`src/rtl/shift_pkg.sv`:
```
// Shared encodings for the iterative shifter: shift modes and FSM states.
package shift_pkg;

    typedef enum logic [1:0] {
        SH_SLL = 2'b00,
        SH_SRL = 2'b01,
        SH_SRA = 2'b10,
        SH_ROR = 2'b11
    } shmode_e;

    typedef enum logic [1:0] {
        ST_IDLE  = 2'b00,
        ST_SHIFT = 2'b01,
        ST_DONE  = 2'b10
    } state_e;

endpackage

```
`src/rtl/shift_step.sv`:
```
// One combinational shift step of 0..STEP positions; the caller supplies the SRA fill bit.
module shift_step
    import shift_pkg::*;
#(
    parameter int WIDTH = 32,
    parameter int STEP  = 2,
    parameter int AW    = $clog2(STEP + 1)
) (
    input  logic [WIDTH-1:0] word_i,
    input  shmode_e          mode_i,
    input  logic [AW-1:0]    amount_i,
    input  logic             fill_i,
    output logic [WIDTH-1:0] word_o
);

    logic [WIDTH-1:0] upper;

    // Right-type shifts: the upper half of the concatenation supplies the incoming bits.
    always_comb begin
        case (mode_i)
            SH_ROR:  upper = word_i;
            SH_SRA:  upper = {WIDTH{fill_i}};
            default: upper = '0;
        endcase
        if (mode_i == SH_SLL) begin
            word_o = word_i << amount_i;
        end else begin
            word_o = WIDTH'({upper, word_i} >> amount_i);
        end
    end

endmodule

```
`src/rtl/shift_iter.sv`:
```
// Multi-cycle shifter: SLL/SRL/SRA/ROR by a variable amount, at most STEP positions per clock.
module shift_iter
    import shift_pkg::*;
#(
    parameter int WIDTH = 32,
    parameter int STEP  = 2,
    parameter int SHW   = $clog2(WIDTH)
) (
    input  logic             clock,
    input  logic             reset,
    input  logic             ctrl_shift,
    input  logic [1:0]       ctrl_mode,
    input  logic [SHW-1:0]   ctrl_shiftamt,
    input  logic [WIDTH-1:0] data_operandA,
    output logic [WIDTH-1:0] data_result,
    output logic             data_resultRDY,
    output logic             busy
);

    localparam int           AW     = $clog2(STEP + 1);
    localparam logic [SHW:0] STEP_W = (SHW + 1)'(STEP);

    state_e           state_q, state_d;
    logic [WIDTH-1:0] work_q, work_d;
    logic [SHW-1:0]   rem_q, rem_d;
    shmode_e          mode_q, mode_d;
    logic             fill_q, fill_d;
    logic             rdy_q, busy_q;
    logic [AW-1:0]    k;
    logic [WIDTH-1:0] step_out;

    // k = min(rem, STEP); STEP may equal WIDTH, hence the widened compare.
    assign k = ({1'b0, rem_q} < STEP_W) ? AW'(rem_q) : AW'(STEP);

    shift_step #(
        .WIDTH (WIDTH),
        .STEP  (STEP)
    ) u_step (
        .word_i   (work_q),
        .mode_i   (mode_q),
        .amount_i (k),
        .fill_i   (fill_q),
        .word_o   (step_out)
    );

    always_comb begin
        state_d = state_q;
        work_d  = work_q;
        rem_d   = rem_q;
        mode_d  = mode_q;
        fill_d  = fill_q;
        case (state_q)
            ST_SHIFT: begin
                work_d = step_out;
                rem_d  = rem_q - SHW'(k);
                if (rem_q == SHW'(k)) begin
                    state_d = ST_DONE;
                end
            end
            default: begin
                // IDLE and DONE both accept a new start; DONE otherwise falls back to IDLE.
                state_d = ST_IDLE;
                if (ctrl_shift) begin
                    work_d  = data_operandA;
                    mode_d  = shmode_e'(ctrl_mode);
                    fill_d  = data_operandA[WIDTH-1];
                    rem_d   = ctrl_shiftamt;
                    state_d = (ctrl_shiftamt == '0) ? ST_DONE : ST_SHIFT;
                end
            end
        endcase
    end

    always_ff @(posedge clock) begin
        if (reset) begin
            state_q <= ST_IDLE;
            work_q  <= '0;
            rem_q   <= '0;
            rdy_q   <= 1'b0;
            busy_q  <= 1'b0;
        end else begin
            state_q <= state_d;
            work_q  <= work_d;
            rem_q   <= rem_d;
            rdy_q   <= (state_d == ST_DONE);
            busy_q  <= (state_d == ST_SHIFT);
        end
    end

    // Mode and fill bit are only meaningful while a shift is in flight.
    always_ff @(posedge clock) begin
        mode_q <= mode_d;
        fill_q <= fill_d;
    end

    assign data_result    = work_q;
    assign data_resultRDY = rdy_q;
    assign busy           = busy_q;

endmodule
```
`config.mk`:
```
export PLATFORM = sky130hd
export DESIGN_NAME = shift_iter
export DESIGN_NICKNAME = d
export VERILOG_FILES = /design/src/rtl/shift_pkg.sv /design/src/rtl/shift_step.sv /design/src/rtl/shift_iter.sv
export SDC_FILE = /design/constraint.sdc
export NUM_CORES = 1
export LEC_CHECK = 0
export BUFFER_PORTS_ARGS = -buffer_cell sky130_fd_sc_hd__buf_2
export CAP_MARGIN = 20
export CORE_UTILIZATION = 35
export CTS_CLUSTER_SIZE = 16
export DETAILED_ROUTE_END_ITERATION = 7
export GPL_TIMING_DRIVEN = 0
export PLACE_DENSITY = 0.61
export SLEW_MARGIN = 20
export SYNTH_ARGS = -nofsm -noshare
export SYNTH_HDL_FRONTEND = slang
export SYNTH_SLANG_ARGS = --single-unit
```
`constraint.sdc`:
```
create_clock -name clock -period 2.54 [get_ports clock]
set_clock_uncertainty 0.1 [all_clocks]
set_input_delay 0.381 -clock clock [delete_from_list [all_inputs] [get_ports clock]]
set_output_delay 0.381 -clock clock [all_outputs]
set_load 0.01 [all_outputs]
```
==> Word-level counts from Yosys, hierarchy flattened <==
Index checks and enable logic that the tools add are counted.
{ "op_classes": {"n_shift": 2, "bitwise_logic": 1, "n_eq_ne": 6, "n_mux": 11, "n_lt_le_gt_ge": 1, "n_reduce_logical": 4, "n_addsub": 1} }
{ "op_table": {"columns": ["cell", "count"], "rows": [
  ["32-bit two-way mux", 3],
  ["32-bit one-hot mux with 2 select lines", 1],
  ["64-bit by 2-bit >> shifter with 32-bit output", 1],
  ["32-bit by 2-bit left shift with 32-bit output", 1],
  ["2-bit two-way mux", 5],
  ["5-bit two-way mux", 2],
  ["2-bit equality test, second input constant", 3],
  ["5-bit by 2-bit equality test with 1-bit output", 1],
  ["5-bit zero test", 1],
  ["5-bit by 2-bit less-than comparator with 1-bit output, second input constant", 1],
  ["5-bit by 2-bit subtractor with 5-bit output", 1],
  ["2-bit by 1-bit equality test with 1-bit output, second input constant", 2],
  ["2-bit zero test", 1],
  ["2-bit AND reduction", 1],
  ["2-bit nonzero test", 1],
  ["1-bit inverter", 1]
]} }
{ "word_totals": {"in_bits": 42, "out_inout_bits": 34, "register_bits": 44, "elab_cells": 33} }

==> Depth between registers and ports, before layout <==
{ "logic_depth": {"depth_word": 6, "ltp_mapped": 7, "depth_no_buf": 7} }

==> Hierarchy <==
A second synthesis with hierarchy kept.
{ "hier_totals": {"hier_cells": 469, "hier_area_um2": 3587.2} }
{ "by_module_without_submodules": {"columns": ["mod", "area_per_inst_um2", "cells_each", "n_inst"], "rows": [
  ["shift_iter", 1966.9, 201, 1],
  ["shift_step", 1620.3, 268, 1]
]} }

==> Least setup slack after synthesis <==
No wires, ideal clock.
{ "synth_timing": {"kind": "reg2reg", "from": "reg rem_q[2]", "to": "reg rem_q[4]", "required_time_ns": 2.326, "path_slack_ns": 0.668, "path_stages_with_launch": 7, "t_arrival_ns": 1.658, "path_cell_list": "dfxtp_1 -> nor3_1 -> or2_2 -> ha_1 -> nor4_1 -> nor3_1 -> a2111oi_0"} }
{ "synth_via": {"elab_chain_len": 4} }
{ "synth_lines": {"columns": ["element", "line", "text"], "rows": [
  ["from (decl)", "shift_iter.sv:25", "logic [SHW-1:0] rem_q, rem_d;"],
  ["from (signal assigned)", "shift_iter.sv:84", "rem_q <= rem_d;"],
  ["5-bit by 2-bit less-than comparator with 1-bit output", "shift_iter.sv:33", "assign k = ({1'b0, rem_q} < STEP_W) ? AW'(rem_q) : AW'(STEP);"],
  ["2-bit two-way mux", "shift_iter.sv:33", null],
  ["5-bit by 2-bit subtractor with 5-bit output *", "shift_iter.sv:55", "rem_d = rem_q - SHW'(k);"],
  ["5-bit two-way mux *", "shift_iter.sv:52", "case (state_q)"]
]} }
Mark *: on every way between the ends. The rest lies on a longest branch, timed or not.
A chain may end at the register's enable or synchronous reset.

==> Worst setup path in the final report <==
Ends and elaborated chain as after synthesis.

==> impl_metrics.ini <==
[yosys]
ys_warn_count = 0
async_reset_ff_frac = 0
synth_nets = 472
syn_avg_cell_area_sq_um = 7.513
synth-main-ff-cell = dfxtp_1
syn_area_sq_um = 3223
yosysTopAreaCell = dfxtp_1
postSynthCellCount = 429
synth_edf_count = 3
yosysSeqAreaShare = 0.2826
ys_types = 47
synth_area_leaders = dfxtp_1 (25%), nor2_1 (6.5%), o221ai_1 (6.5%), o21ai_0 (5.6%), nand2_1 (5.5%)
yosysTopAreaCellShare = 0.2547
ys_ff_latch = 44

[die]
die_area_sq_um = 9596
initial_core_util = 0.3660
die_y_um = 97.96
ios = 76
die_x_um = 97.96
num_rows = 34
core_sq_um = 8806

[route]
wl_per_cell_um = 21.04
ant_nets = 0
vias = 3825
drt-total-wl_mm = 13.03
firstDrtPassIters = 7
drtIter0Drc = 447
drc = 6
post_drt_via_cell_ratio = 6.179

[timing]
setup_slack_ns = 0.3600
rsz0062_at_grt = no
fin_crit_ns = 2.180
fin_tns_setup_ns = 0
slew_violations = 0
finalSetupViolCount = 0
maxSlewHeadroom = 0.4935
finalCritPeriodShare = 0.8583
hold_viol = 0
fmax_mhz = 458.7
tightest_slew_ns = 0.7598
timing.hold.ws_ns = 0.1327

[placement]
dp_cells = 611
detailedPlace.worstSlack_ns = 0.4123
routabilityCongestion = 0.9833
dpl.hpwl_mm = 9.601
io_buffers = 74

[critical_path]
r2r_cells = 6
rrSetupSlack_ns = 0.36
cp-end-kind = register
cp_cell_sequence = nor3_1, or2_2, ha_1, nor4_1, nor3_1, a2111oi_0
start_kind = register
crit_type = register to register
cpMaxStageDelayCell = dfxtp_1
r2r_start = rem_q[2]
cp_data_arrival_time_ns = 2.28
critPathMaxStageDelay_ns = 0.49
path_max_fanout = 8
crit_start = rem_q[2]
crit_path_frequent_cell = nor3_1
rr_endpoint = rem_q[4]
endpoint = rem_q[4]
required_ns = 2.64

[cts]
post_cts_buffers = 0
ctsHoldBuffers = 0
cts_sinks = 44
worstSkewPairLatency_ns = 0.32
cts_resized = 0
clk_pin_slew_ns = 0.10
cts_inserted_buffers = 5
cts_tree = built
h-tree-depth = 2
cts_root_buf = clkbuf_8
clockBufferDepth = 2

[cells_and_area]
syn_to_final_growth_pct = 18.56
finalNonFillerCells = 619
diodes = 0
layout_commonest_cell = buf_2
final_cell_mix = buf_2 (89), nor2_1 (56), nand2_1 (47)
drive_gt1_frac = 0.2407
nNetsFinal = 553

[global_route]
grt-ovfl-total = 0
grt_pass1_vias = 3625
antenna_found_initial = 0
track_usage = 0.2730
grt_max_degree = 16
grt_pass1_wl_mm = 20.27

[pwr]
cellPowerDensity_nw_per_um2 = 605.0
p_total_mw = 2.312
vdd_drop_max_mv = 0.2623
p_leak_nw = 1.442

[min_path]
hold_path.class = input port to register
hold_depth = 1

[run_status]
status = finished with violations
violations = design-rule violations

[flow_run]
cap_violations = 0
-- how the worst min path moves through the flow --
| stage | from | end | slack [ns] |
|---|---|---|---|
| detailed placement | data_result[6] | data_result[6] | 0.45 |
| CTS | ctrl_mode[1] | mode_q[1] | 0.14 |
| global placement | data_result[31] | data_result[31] | 0.45 |
| floorplan | reset | rem_q[4] | 0.36 |
| global route | ctrl_mode[1] | mode_q[1] | 0.13 |
| finish | ctrl_mode[1] | mode_q[1] | 0.13 |
-- kinds of logic after synthesis --
group,share of synthesized area
simple gates,0.2267
flops,0.2826
mux,0.03494
compound gates,0.3808
other cells,0.001163
buf+inv,0.06987
fa+ha+maj,0.003881
-- cell type report --
type,count,area (sq um)
Buffer,41,210.2
Clock inverter,3,23.77
Fill cell,944,4985
Inverter,4,15.01
Clock buffer,5,68.82
Timing Repair Buffer,74,370.4
Sequential cell,44,910.9
Multi-Input combinational cell,340,2087
Tap cell,108,135.1
-- per-layer routing --
layer  routed length (um)  vias to the layer above  track usage  share of wire
met3                 1055                       27      0.04724          0.081
li1                     -                     1772            -              -
met2                 5971                      201       0.4377           0.46
met4                  298                        0       0.1107          0.023
met5                    0                        -            0              0
met1                 5700                     1825       0.3627           0.44
-- power breakdown --
group / internal, mW / switching, mW
clock network: 0.196 / 0.287
logic: 0.337 / 0.580
registers: 0.774 / 0.139
total: 1.31 / 1.01
-- synth_stat cells, types with 7 or more instances --
| master | number |
|---|---|
| and2_1 | 7 |
| a211oi_1 | 17 |
| nand3_1 | 7 |
| a21oi_1 | 32 |
| buf_2 | 15 |
| nor2b_1 | 17 |
| o21ai_0 | 36 |
| a211oi_2 | 8 |
| o221ai_1 | 24 |
| clkbuf_1 | 19 |
| nand2_1 | 47 |
| mux2i_1 | 9 |
| o31ai_1 | 18 |
| nor3_1 | 7 |
| a311oi_1 | 14 |
| nor2_1 | 56 |
| dfxtp_1 | 41 |
-- metrics by stage --
step | cell area, sq um | utilization
2_1_floorplan | 3223 | -
3_3_place_gp | 3729 | 0.4234
3_5_place_dp | 3729 | 0.4234
4_1_cts | 3821 | 0.4339
5_1_grt | 3821 | 0.4339
6_report | 3821 | 0.4339
-- worst max-delay path, delay by kind of cell, from the launching register on --
kind | cells | cell delay (ns)
DFF | 1 | 0.49
AOI/OAI and AO/OA | 1 | 0.40
and+or+nand+nor | 4 | 0.83
adders and majority gates | 1 | 0.24
-- flip-flops by register name (all words and copies together) (netlist names) --
register and flops:
rem_q 5, fill_q 1, mode_q 2, busy 1
data_resultRDY 1, data_result 32, state_q 2
Power figures use the tool's default switching activity.
